===== src/rtl/mii_tx_scheduler.sv =====
// mii_tx_scheduler: round-robin arbiter sharing one MII transmit port between two byte-stream
// frame sources, adding preamble/SFD, nibble serialization, IPG, carrier deferral and underrun handling.
module mii_tx_scheduler #(
    parameter int IPG_NIBBLES      = 24,
    parameter int PREAMBLE_NIBBLES = 15
) (
    input  logic        clk_clk,
    input  logic        reset_reset,
    input  logic        src0_valid,
    input  logic [7:0]  src0_data,
    input  logic        src0_sop,
    input  logic        src0_eop,
    output logic        src0_ready,
    input  logic        src1_valid,
    input  logic [7:0]  src1_data,
    input  logic        src1_sop,
    input  logic        src1_eop,
    output logic        src1_ready,
    input  logic        mii_crs,
    output logic [3:0]  mii_tx_d,
    output logic        mii_tx_en,
    output logic        mii_tx_err,
    output logic        active_src,
    output logic        busy,
    output logic [15:0] frame_count,
    output logic [7:0]  underrun_count
);
    localparam int CMAX = IPG_NIBBLES > PREAMBLE_NIBBLES ? IPG_NIBBLES : PREAMBLE_NIBBLES;
    localparam int CW   = $clog2(CMAX + 1);

    typedef enum logic [2:0] {IDLE, PRE, DATA, ERR, DISCARD, IPG} state_t;

    state_t        state, state_n;
    logic [CW-1:0] cnt, cnt_n;
    logic [7:0]    cur, cur_n;
    logic          hi, hi_n, last, last_n, act_n;
    logic          fetch, take, fc_inc, uc_inc;
    logic          req0, req1, g_valid, g_eop;
    logic [7:0]    g_data;
    logic [3:0]    d_n;

    assign req0    = src0_valid & src0_sop;
    assign req1    = src1_valid & src1_sop;
    assign g_valid = active_src ? src1_valid : src0_valid;
    assign g_eop   = active_src ? src1_eop : src0_eop;
    assign g_data  = active_src ? src1_data : src0_data;
    assign busy    = state != IDLE;
    assign take    = fetch | (state == DISCARD);
    // In IDLE only stray non-sop bytes are accepted (and dropped); the sop byte waits for the SFD fetch.
    assign src0_ready = state == IDLE ? src0_valid & ~src0_sop : take & ~active_src;
    assign src1_ready = state == IDLE ? src1_valid & ~src1_sop : take & active_src;

    always_comb begin
        state_n = state;
        cnt_n   = cnt;
        cur_n   = cur;
        hi_n    = hi;
        last_n  = last;
        act_n   = active_src;
        fetch   = 1'b0;
        fc_inc  = 1'b0;
        uc_inc  = 1'b0;
        case (state)
            IDLE: if ((req0 | req1) & ~mii_crs) begin
                state_n = PRE;
                cnt_n   = '0;
                act_n   = req0 & req1 ? ~active_src : req1;
            end
            PRE: if (cnt == CW'(PREAMBLE_NIBBLES)) fetch = 1'b1;
                 else cnt_n = cnt + 1'b1;
            DATA: if (!hi) hi_n = 1'b1;
                  else if (last) begin
                      state_n = IPG;
                      cnt_n   = '0;
                      fc_inc  = 1'b1;
                  end else fetch = 1'b1;
            ERR: if (cnt == CW'(1)) state_n = DISCARD;
                 else cnt_n = cnt + 1'b1;
            DISCARD: if (g_valid & g_eop) begin
                state_n = IPG;
                cnt_n   = '0;
                uc_inc  = 1'b1;
            end
            IPG: if (cnt == CW'(IPG_NIBBLES - 1)) state_n = IDLE;
                 else cnt_n = cnt + 1'b1;
            default: state_n = IDLE;
        endcase
        if (fetch) begin
            state_n = g_valid ? DATA : ERR;
            cnt_n   = '0;
            hi_n    = 1'b0;
            cur_n   = g_data;
            last_n  = g_eop;
        end
        // Wire outputs are registered from the next state so they line up with it.
        d_n = state_n == PRE  ? (cnt_n == CW'(PREAMBLE_NIBBLES) ? 4'hD : 4'h5) :
              state_n == DATA ? (hi_n ? cur_n[7:4] : cur_n[3:0]) : 4'h0;
    end

    always_ff @(posedge clk_clk) begin
        if (reset_reset) begin
            state          <= IDLE;
            cnt            <= '0;
            cur            <= '0;
            hi             <= 1'b0;
            last           <= 1'b0;
            active_src     <= 1'b1;
            mii_tx_d       <= '0;
            mii_tx_en      <= 1'b0;
            mii_tx_err     <= 1'b0;
            frame_count    <= '0;
            underrun_count <= '0;
        end else begin
            state          <= state_n;
            cnt            <= cnt_n;
            cur            <= cur_n;
            hi             <= hi_n;
            last           <= last_n;
            active_src     <= act_n;
            mii_tx_d       <= d_n;
            mii_tx_en      <= state_n inside {PRE, DATA, ERR};
            mii_tx_err     <= state_n == ERR;
            frame_count    <= frame_count + 16'(fc_inc);
            underrun_count <= underrun_count + 8'(uc_inc & (underrun_count != 8'hFF));
        end
    end
endmodule


===== config.mk =====
export PLATFORM = sky130hd
export DESIGN_NAME = mii_tx_scheduler
export DESIGN_NICKNAME = d
export VERILOG_FILES = /design/src/rtl/mii_tx_scheduler.sv
export SDC_FILE = /design/constraint.sdc
export NUM_CORES = 1
export LEC_CHECK = 0
export ABC_AREA = 0
export CAP_MARGIN = 20
export CORE_UTILIZATION = 45
export DETAILED_ROUTE_END_ITERATION = 7
export GPL_TIMING_DRIVEN = 0
export PLACE_DENSITY = 0.73
export SETUP_SLACK_MARGIN = 0.02
export SLEW_MARGIN = 20
export SYNTH_ARGS = -nofsm -noshare
export SYNTH_HDL_FRONTEND = slang
export SYNTH_SLANG_ARGS = --single-unit

===== constraint.sdc =====
create_clock -name clk_clk -period 2.35 [get_ports clk_clk]
set_input_delay 0.235 -clock clk_clk [delete_from_list [all_inputs] [get_ports clk_clk]]
set_output_delay 0.235 -clock clk_clk [all_outputs]
set_load 0.05 [all_outputs]

==> results of run 1 <==
through the flow:
| step | hold WS [ns] | setup TNS [ns] | utilization (%) |
|---|---|---|---|
| after CTS | 0.393 | 0 | 61.5 |
| after global placement | 0.470 | -1.75 | 58.8 |
| final | 0.386 | 0 | 62.2 |
| after detailed placement | 0.475 | -1.92 | 58.8 |
| after global routing | 0.396 | 0 | 62.2 |
| after floorplan | 0.455 | -0.0410 | - |
repair_timing:
item / in CTS / in global routing
gates resized for setup: 23 / 8
setup buffers: 5 / 1
hold endpoints to repair: 0 / 0
pin swaps: 1 / 2
setup endpoints to repair: 8 / 11
power by group:
part           switching, W  leakage, nW  total, W  internal, W
clock              0.000290       0.0385  0.000502     0.000211
sequential       0.00000575        0.398  0.000842     0.000836
combinational      0.000105        0.842  0.000196    0.0000910
worst reg2reg max path, stage by stage (launching register included):
cell,delay [ns]
dfxtp_4,0.39
ha_4,0.17
nand3_2,0.09
inv_2,0.08
ha_4,0.15
nand3b_4,0.09
a21oi_4,0.21
buf_6,0.15
mux2_1,0.32
mux2_1,0.30
nand3_1,0.11
o41ai_2,0.07
registers in the layout (all words and copies together), names as in the netlist:
signal,count
frame_count,16
cur,8
underrun_count,8
cnt,5
mii_tx_d,4
state,3
active_src,1
hi,1
last,1
mii_tx_en,1
mii_tx_err,1
layout make-up:
cell class	instances	share of cell area (%)
inverters	8	0.882
clock inverters	1	0.221
well taps	72	2.65
multi-input cells	217	44.4
clock buffers	7	2.24
repair buffers	63	18.3
flip-flops and latches	49	29.1
plain buffers	12	2.24
final timing paths:
check              start  slack [ns]     endpoint
min          reset_reset        0.39    mii_tx_en
min reg2reg       cur[5]        0.50  mii_tx_d[1]
max               cnt[1]        0.08   src0_ready
max reg2reg       cnt[1]        0.12  mii_tx_d[3]
kinds of logic after synthesis:
kind of cell             after synthesis  share of synthesized area (%)
AO/OA/AOI/OAI                         58                           15.8
flip-flops                            49                           38.5
buffers and inverters                 21                           4.32
adder cells (fa/ha/maj)                8                           3.93
AND/OR/NAND/NOR                      120                           25.1
multiplexers                          16                           7.12
XOR/XNOR                              15                           5.16
per-layer routing:
metal,up-vias,part of all wire (%),wire length [um]
met5,-,0,0
met2,62,46,3000
met3,10,5.0,325
li1,1156,-,-
met1,1093,47,3010
met4,0,1.9,121
cell usage in the layout (no fill, tap or decap), drive strengths merged, types with 2 or more instances in the layout:
cell and count:
and4 2, a21oi 19, nand3 15, xnor2 4
a22oi 2, nor3 8, ha 8, or2 2
dfxtp 49, nor2b 7, nand2 19, mux2i 9
a211oi 4, mux2 7, o21ai 14, nor2 40
o22ai 2, nand2b 2, and3 3, o211ai 2
inv 8, clkdlybuf4s50 55, nand3b 2, clkbuf 11
nand4 4, xor2 11, buf 16, a2bb2oi 2
a31oi 3, or3 6, and4b 2, and2 3
==> key figures, run 1 <==
Setup path
  – Crit-path slowest cell: dfxtp_4
  – Critical path type: register to output port
  – CP Launch Type: register
  – Critical Path End Type: output port
  – Critical path buffer and inverter count: 3
  – R2R cell count: 11
  – CP Depth: 10
  – Arrival @ worst endpoint: 2.03 ns
  – CP dominant cell by count: ha_4
  – Worst-path fanout max: 4
  – Worst Path Required: 2.12 ns
  – Max incr delay on CP: 0.39 ns
  – CP top delay family: buffers and inverters
  – Critical Path, Cell by Cell: ha_4 -> nand3_2 -> inv_2 -> ha_4 -> nand3b_4 -> a21oi_4 -> buf_8 -> nor2_1 -> o22ai_2 -> buf_6

STA
  – Achievable Freq: 441 MHz
  – Fin crit share: 96.4%
  – Final WS setup: 0.0844 ns
  – Slew Viols, Final: 0
  – Final Hold Violating Endpoints: 0
  – Final setup violation count: 0
  – Worst Skew: 0.00467 ns
  – Post-layout min period: 2.27 ns
  – RSZ-0062 raised after global routing: no
  – Worst slew margin: 56.8%
  – Least-Margin Pin Slew: 0.648 ns

Clock tree
  – Sink Count: 49
  – TritonCTS Buffers: 5
  – Clock Latency Late Sink: 0.30 ns
  – CTS H-tree lvls: 2
  – CTS tree: built
  – Clock root cell: clkbuf_8
  – CTS Buffer Depth: 2
  – Hold-fix buffers at CTS: 0
  – Worst-path clk slew: 0.09 ns

Hold path
  – Hold path cells: 2
  – Hold Path Class: primary input to register

Global route
  – Busiest grt layer: met2
  – Total global routing track utilization: 21.9%
  – First-pass GRT wire length: 10300 um
  – Initial antenna violation count: 0
  – Grt ovf: 0
  – Met3 global-route usage: 5.24%
  – Met1 GRT Util: 27.6%
  – Met2 usage: 35.7%
  – Vias in the first global route: 2152
  – Largest net degree at the start of global routing: 16

Placed design
  – Gpl congestion: 0.852
  – Placed Area: 3220 um^2
  – Worst slack at placement: -0.871 ns
  – Hpwl dp: 4640 um
  – I/O Buffers: 57
  – Dpl cells: 416

Route
  – Routed via count: 2321
  – Via/cell ratio: 5.41
  – DR WL/cell: 15.0 um
  – First-pass DRT Iterations: 4
  – DRT Wirelength: 6460 um
  – Detailed Route Iter0 Violations: 106
  – DRC Markers: 0
  – Final ANT Viol Nets: 0

Yosys
  – Count of mapped cells out of synthesis: 287
  – Syn nets: 320
  – Post-synth top area cell: dfxtp_1
  – Register area share after synthesis: 38.5%
  – Post-synth ARST share: 0%
  – Post-synth EDFFs: 0
  – Most frequent cell after synthesis: dfxtp_1
  – Synthesis Warnings: 0
  – Syn_area_per_cell: 8.88 um^2
  – Yosys reg bits: 49
  – Post-synth top cells: dfxtp_1, nor2_1, a21oi_1, nand2_1, nand3_1
  – Ys flop type: dfxtp_1
  – Distinct cells, synth: 59
  – Cell Area, Synth: 2550 um^2
  – Synth top area share: 38.5%
  – Top cells by area, synth: dfxtp_1, nor2_1, ha_1

Floorplanning
  – Initial core utilization: 46.5%
  – # rows: 27
  – Die area: 5970 um^2
  – Ports: 59
  – Core Footprint: 5470 um^2
  – Die Height: 77.2 um
  – Die Width: 77.2 um

Layout
  – Final Net Count: 389
  – Antenna Diode Count: 0
  – Share of cells above drive strength 1: 14.6%
  – Finished Layout Cells: 429
  – Register area: 991 um^2
  – Fillers: 508
  – Post-route cell area: 3400 um^2
  – Area delta synth->final: 33.6%
  – Multi-input logic area: 1510 um^2

Power and ir drop
  – Total power: 0.00154 W
  – Peak VDD IR: 0.000367 V
  – Pleak: 1.28 nW
  – PwrDens: 452 nW/um^2

Run status
  – Status: finished, final reports clean

Job
  – Max_cap viols: 0
(Power assumes the default switching activity.)
==> run 2: changes to the inputs <==
--- a/config.mk
+++ b/config.mk
@@ -11,8 +11,10 @@
 export DETAILED_ROUTE_END_ITERATION = 7
 export GPL_TIMING_DRIVEN = 0
 export PLACE_DENSITY = 0.73
+export REMOVE_ABC_BUFFERS = 1
 export SETUP_SLACK_MARGIN = 0.02
 export SLEW_MARGIN = 20
 export SYNTH_ARGS = -nofsm -noshare
 export SYNTH_HDL_FRONTEND = slang
 export SYNTH_SLANG_ARGS = --single-unit
+export TNS_END_PERCENT = 30
==> run 2 against run 1 <==
Effect of this change:
- clock skew fell by 0.0024 ns
- design area fell by 1.5%
- non-clock buffer count fell by 12
- sequential share of layout area rose by 0.61 points
- die area did not move
- worst setup slack improved by 0.025 ns
- clock power barely moved
- critical endpoint is now busy
- highest routed layer unchanged
==> key figures, run 2 (synthesized netlist as in run 1, its figures left out) <==
Run status
  – Status: finished, final reports clean

Floorplanning
  – Die area: 5970 um^2 (unchanged)
  – Core Footprint: 5470 um^2 (unchanged)
  – # rows: 27 (unchanged)
  – Ports: 59 (unchanged)
  – Die Width: 77.2 um (unchanged)
  – Initial core utilization: 46.5% (unchanged)
  – Die Height: 77.2 um (unchanged)

STA
  – Final TNS setup: 0 ns (unchanged)
  – Final setup violation count: 0 (unchanged)
  – Worst slew margin: 62.6% (+5.8 points)
  – Fin crit share: 95.4% (-1.1 points)
  – Achievable Freq: 446 MHz (+1.1%)
  – Slew Viols, Final: 0 (unchanged)
  – Post-layout min period: 2.24 ns (-0.0248 ns)
  – Final Hold Violating Endpoints: 0 (unchanged)
  – Worst Skew: 0.00231 ns (-0.00236 ns)
  – RSZ-0062 raised after global routing: no
  – Least-Margin Pin Slew: 0.561 ns (-0.0868 ns)

Global route
  – Largest net degree at the start of global routing: 39 (+23)
  – Total global routing track utilization: 19.7% (-2.2 points)
  – Initial antenna violation count: 0 (unchanged)
  – First-pass GRT wire length: 9470 um (-7.8%)
  – Met2 usage: 30.6% (-5.0 points)
  – Met1 GRT Util: 27.0% (-0.58 points)
  – Vias in the first global route: 2000 (-7.1%)
  – Met3 global-route usage: 3.45% (-1.8 points)
  – Busiest grt layer: met2
  – Grt ovf: 0 (unchanged)

Clock tree
  – Worst-path clk slew: 0.09 ns (about the same)
  – CTS tree: built
  – Clock root cell: clkbuf_8
  – Sink Count: 49 (unchanged)
  – CTS H-tree lvls: 2 (unchanged)
  – TritonCTS Buffers: 5 (unchanged)
  – Hold-fix buffers at CTS: 0 (unchanged)
  – Clock Latency Late Sink: 0.30 ns (about the same)
  – CTS Buffer Depth: 2 (unchanged)

Route
  – Routed via count: 2225 (-4.1%)
  – Detailed Route Iter0 Violations: 191 (+80%)
  – Final ANT Viol Nets: 0 (unchanged)
  – Via/cell ratio: 5.32 (-1.6%)
  – First-pass DRT Iterations: 4 (unchanged)
  – DRT Wirelength: 5570 um (-14%)
  – DRC Markers: 0 (unchanged)
  – DR WL/cell: 13.3 um (-11%)

Power and ir drop
  – PwrDens: 455 nW/um^2 (+0.51%)
  – Pleak: 1.25 nW (-2.3%)
  – Peak VDD IR: 0.000343 V (-6.6%)

Layout
  – Share of cells above drive strength 1: 15.0% (+0.46 points)
  – Final Core Density: 61.2% (-0.96 points)
  – Most frequent cells in the layout: clkdlybuf4s50_1, dfxtp_1, nor2_1
  – Post-route cell area: 3350 um^2 (-1.5%)
  – Max reg flops: 16 (unchanged)
  – Most common cell after layout, fill and taps aside: clkdlybuf4s50_1
  – Antenna Diode Count: 0 (unchanged)
  – Biggest register: frame_count
  – Area delta synth->final: 31.5%
  – Final Net Count: 378 (-2.8%)
  – Largest regs: frame_count: 16 flops, cur: 8 flops, underrun_count: 8 flops

Placed design
  – I/O Buffers: 58 (+1.8%)
  – Gpl congestion: 0.821 (-3.7%)
  – Placed Area: 3150 um^2 (-2.0%)
  – Hpwl dp: 3890 um (-16%)

Hold path
  – Hold Path Class: primary input to register
  – Hold Path Origin: reset_reset

Setup path
  – Worst-path fanout max: 15 (+11)
  – Critical Path End Type: output port
  – Worst Path Required: 2.12 ns (about the same)
  – FF-to-FF Start: cnt[0]
  – CP Launch Type: register
  – Critical path startpoint: state[2]
  – Critical path type: register to output port
  – Arrival @ worst endpoint: 2.01 ns (-0.02 ns)

Job
  – Max_cap viols: 0 (unchanged)
-- run 2: cell types whose count changed in the layout (fill, tap and decap cells not counted), moves of 2 or more --
cell / delta
buf_1: -2
buf_4: -4
buf_6: -3
clkbuf_1: -6
clkinv_4: +2
dfxtp_1: -4
dfxtp_2: +4
-- run 2: final timing paths --
kind / to / slack [ns] / cells past startpoint
worst min-delay path: underrun_count[1] / 0.19 / 2
worst max register to register: mii_tx_d[3] / 0.14 / 11
worst max-delay path: busy / 0.11 / 3
worst min register to register: mii_tx_d[1] / 0.50 / 2
-- run 2: power breakdown --
| group | switching, W | leakage (nW) | internal [W] |
|---|---|---|---|
| registers | 0.0000153 | 0.399 | 0.000837 |
| clock network | 0.000288 | 0.0481 | 0.000211 |
| logic | 0.0000869 | 0.801 | 0.0000860 |
-- run 2: stage by stage --
| stage | instances | total power (W) | hold slack, ns | setup WS [ns] |
|---|---|---|---|---|
| after floorplan | 274 | 0.000957 | 0.304 | -0.272 |
| after global placement | 404 | 0.00104 | 0.471 | -0.790 |
| after detailed placement | 405 | 0.00104 | 0.479 | -0.814 |
| after CTS | 418 | 0.00154 | 0.184 | 0.0257 |
| after global routing | 418 | 0.00158 | 0.195 | 0.00805 |
| final | 418 | 0.00152 | 0.193 | 0.109 |
-- run 2: layout make-up --
type	count	area, um^2
Multi-Input combinational cell	218	1520
Clock inverter	3	22.5
Sequential cell	49	996
Fill cell	481	2120
Clock buffer	5	68.8
Tap cell	72	90.1
Timing Repair Buffer	63	624
Inverter	8	30.0
-- run 2: per-layer routing --
| layer | vias up | share of wire [%] |
|---|---|---|
| li1 | 1146 | - |
| met1 | 1029 | 49 |
| met2 | 40 | 46 |
| met3 | 10 | 3.3 |
| met4 | 0 | 1.5 |
| met5 | - | 0 |
-- run 2: timing repair --
| item | CTS | global route |
|---|---|---|
| pin swaps | 1 | 1 |
| cloned | 1 | 0 |
| setup endpoints to repair | 18 | 15 |
| gates resized for setup | 24 | 11 |
| setup buffers | 4 | 0 |
-- run 2: critical path: stages (launching register included) --
cell,delay (ns)
dfxtp_2,0.43
nor3_1,0.44
inv_1,0.11
clkdlybuf4s50_1,0.72
==> run 3: changes to the inputs <==
--- a/config.mk
+++ b/config.mk
@@ -7,10 +7,13 @@
 export LEC_CHECK = 0
 export ABC_AREA = 0
 export CAP_MARGIN = 20
-export CORE_UTILIZATION = 45
+export CELL_PAD_IN_SITES_DETAIL_PLACEMENT = 0
+export CELL_PAD_IN_SITES_GLOBAL_PLACEMENT = 1
+export CORE_UTILIZATION = 34
+export CTS_CLUSTER_DIAMETER = 120
 export DETAILED_ROUTE_END_ITERATION = 7
 export GPL_TIMING_DRIVEN = 0
-export PLACE_DENSITY = 0.73
+export PLACE_DENSITY = 0.74
 export REMOVE_ABC_BUFFERS = 1
 export SETUP_SLACK_MARGIN = 0.02
 export SLEW_MARGIN = 20
==> run 3 against run 2 <==
Effect of this change:
- design area rose by 2.8%
- clock-buffer cell count stayed put
- worst setup slack better by 0.0035 ns
- sequential cell count unchanged
- largest power group unchanged
==> key figures, run 3 (synthesized netlist as in run 1, its figures left out) <==
Clock tree
  – Sink Count: 49 (unchanged)
  – TritonCTS Buffers: 5 (unchanged)
  – Clock Latency Late Sink: 0.30 ns (about the same)
  – Worst-path clk slew: 0.10 ns (about the same)
  – Hold-fix buffers at CTS: 0 (unchanged)
  – CTS Buffer Depth: 2 (unchanged)
  – CTS H-tree lvls: 2 (unchanged)
  – CTS tree: built
  – Clock root cell: clkbuf_8

Layout
  – Share of cells above drive strength 1: 15.6% (+0.53 points)
  – Antenna Diode Count: 0 (unchanged)
  – Most common cell after layout, fill and taps aside: clkdlybuf4s50_1
  – Final Net Count: 379 (+0.26%)
  – Largest regs: frame_count: 16 flops, cur: 8 flops, underrun_count: 8 flops
  – Final Core Density: 47.5% (-14 points)
  – Fillers: 701 (+46%)
  – Most frequent cells in the layout: clkdlybuf4s50_1, dfxtp_1, nor2_1
  – Area delta synth->final: 35.2%
  – Biggest register: frame_count
  – Max reg flops: 16 (unchanged)

Global route
  – Initial antenna violation count: 0 (unchanged)
  – Grt ovf: 0 (unchanged)
  – Total global routing track utilization: 15.7% (-3.9 points)
  – First-pass GRT wire length: 9620 um (+1.5%)
  – Vias in the first global route: 1942 (-2.9%)
  – Largest net degree at the start of global routing: 32 (-18%)

Hold path
  – Hold Path Class: primary input to register

STA
  – Worst slew margin: 63.2% (+0.62 points)
  – Worst Skew: 0.00904 ns (+0.00673 ns)
  – Slew Viols, Final: 0 (unchanged)
  – Final Hold Violating Endpoints: 0 (unchanged)
  – RSZ-0062 raised after global routing: no
  – Least-Margin Pin Slew: 0.552 ns (-0.00926 ns)
  – Final setup violation count: 0 (unchanged)
  – Post-layout min period: 2.24 ns (-0.00353 ns)
  – Fin crit share: 95.2% (-0.15 points)
  – Achievable Freq: 447 MHz (+0.16%)

Setup path
  – Critical path type: register to register
  – Worst Path Required: 2.55 ns (+0.43 ns)
  – Critical Path End Type: register
  – CP Launch Type: register
  – Worst-path fanout max: 4 (-11)
  – Arrival @ worst endpoint: 2.44 ns (+0.43 ns)

Floorplanning
  – # rows: 31 (+15%)
  – Die Height: 88.6 um (+15%)
  – Core Footprint: 7250 um^2 (+33%)
  – Initial core utilization: 35.1% (-11 points)
  – Die Width: 88.6 um (+15%)
  – Ports: 59 (unchanged)
  – Die area: 7840 um^2 (+31%)

Job
  – Max_cap viols: 0 (unchanged)

Route
  – Final ANT Viol Nets: 0 (unchanged)
  – Routed via count: 2235 (+0.45%)
  – DR WL/cell: 13.3 um (-0.50%)
  – Via/cell ratio: 5.01 (-5.9%)
  – First-pass DRT Iterations: 4 (unchanged)
  – DRT Wirelength: 5910 um (+6.2%)
  – DRC Markers: 0 (unchanged)
  – Detailed Route Iter0 Violations: 125 (-35%)

Power and ir drop
  – Total power: 0.00174 W (+14%)
  – PwrDens: 506 nW/um^2 (+11%)
  – Peak VDD IR: 0.000235 V (-31%)
  – Pleak: 1.28 nW (+2.2%)

Placed design
  – Gpl congestion: 0.743 (-9.4%)
  – Hpwl dp: 4090 um (+5.2%)
  – I/O Buffers: 58 (unchanged)

Run status
  – Status: finished, final reports clean
-- run 3: worst paths after layout --
check                                  from                 to  slack (ns)  depth (start not counted)
worst max-delay path                 cnt[1]        mii_tx_d[3]        0.11                         12
worst min-delay path            reset_reset  underrun_count[4]        0.27                          2
worst max register to register       cnt[1]        mii_tx_d[3]        0.11                         12
worst min register to register       cur[5]        mii_tx_d[1]        0.49                          2
-- run 3: critical path, cell delays in order, from the launching register on --
cell and delay [ns]:
dfxtp_4 0.37, ha_4 0.17, nand3_1 0.11, inv_2 0.05, ha_4 0.17, nand3b_4 0.10
a21oi_4 0.08, buf_8 0.14, buf_4 0.15, buf_4 0.15, nand3b_1 0.17, a2bb2oi_1 0.17
o41ai_2 0.30
-- run 3: where the power goes --
group	internal (W)	switching (W)	total, W
registers	0.000836	0.0000141	0.000850
logic	0.0000879	0.0000888	0.000177
clock network	0.000428	0.000289	0.000718
-- run 3: final cells by class --
class	count	area, um^2	share of cell area (%)
Timing Repair Buffer	64	636	18.5
Clock buffer	5	68.8	2.00
Sequential cell	49	998	29.0
Inverter	8	30.0	0.872
Multi-Input combinational cell	218	1520	44.1
Clock inverter	3	68.8	2.00
Tap cell	99	124	3.60
-- run 3: per-stage QoR --
stage | instances | setup TNS [ns] | worst slack (ns) | hold WS, ns | instance area, um^2
global route | 446 | 0 | 0.0175 | 0.276 | 3440
floorplan | 274 | -0.477 | -0.272 | 0.304 | 2470
CTS | 446 | 0 | 0.0195 | 0.265 | 3410
detailed placement | 432 | -4.76 | -0.833 | 0.473 | 3190
global placement | 431 | -5.08 | -0.797 | 0.472 | 3170
finish | 446 | 0 | 0.113 | 0.266 | 3440
-- run 3: repair_timing --
action	4_1_cts	5_1_grt
endpoints found under the setup margin	25	16
pin swaps	1	2
buffers inserted	5	0
resized for setup	27	12
cloned	1	0
-- run 3: per-layer routing --
metal | global-route usage [%] | share of wire (%) | vias to the layer above
met3 | 2.99 | 3.9 | 7
met1 | 23.0 | 50 | 1034
met2 | 23.6 | 45 | 46
li1 | - | - | 1148
met4 | 4.40 | 1.3 | 0
met5 | 0 | 0 | -
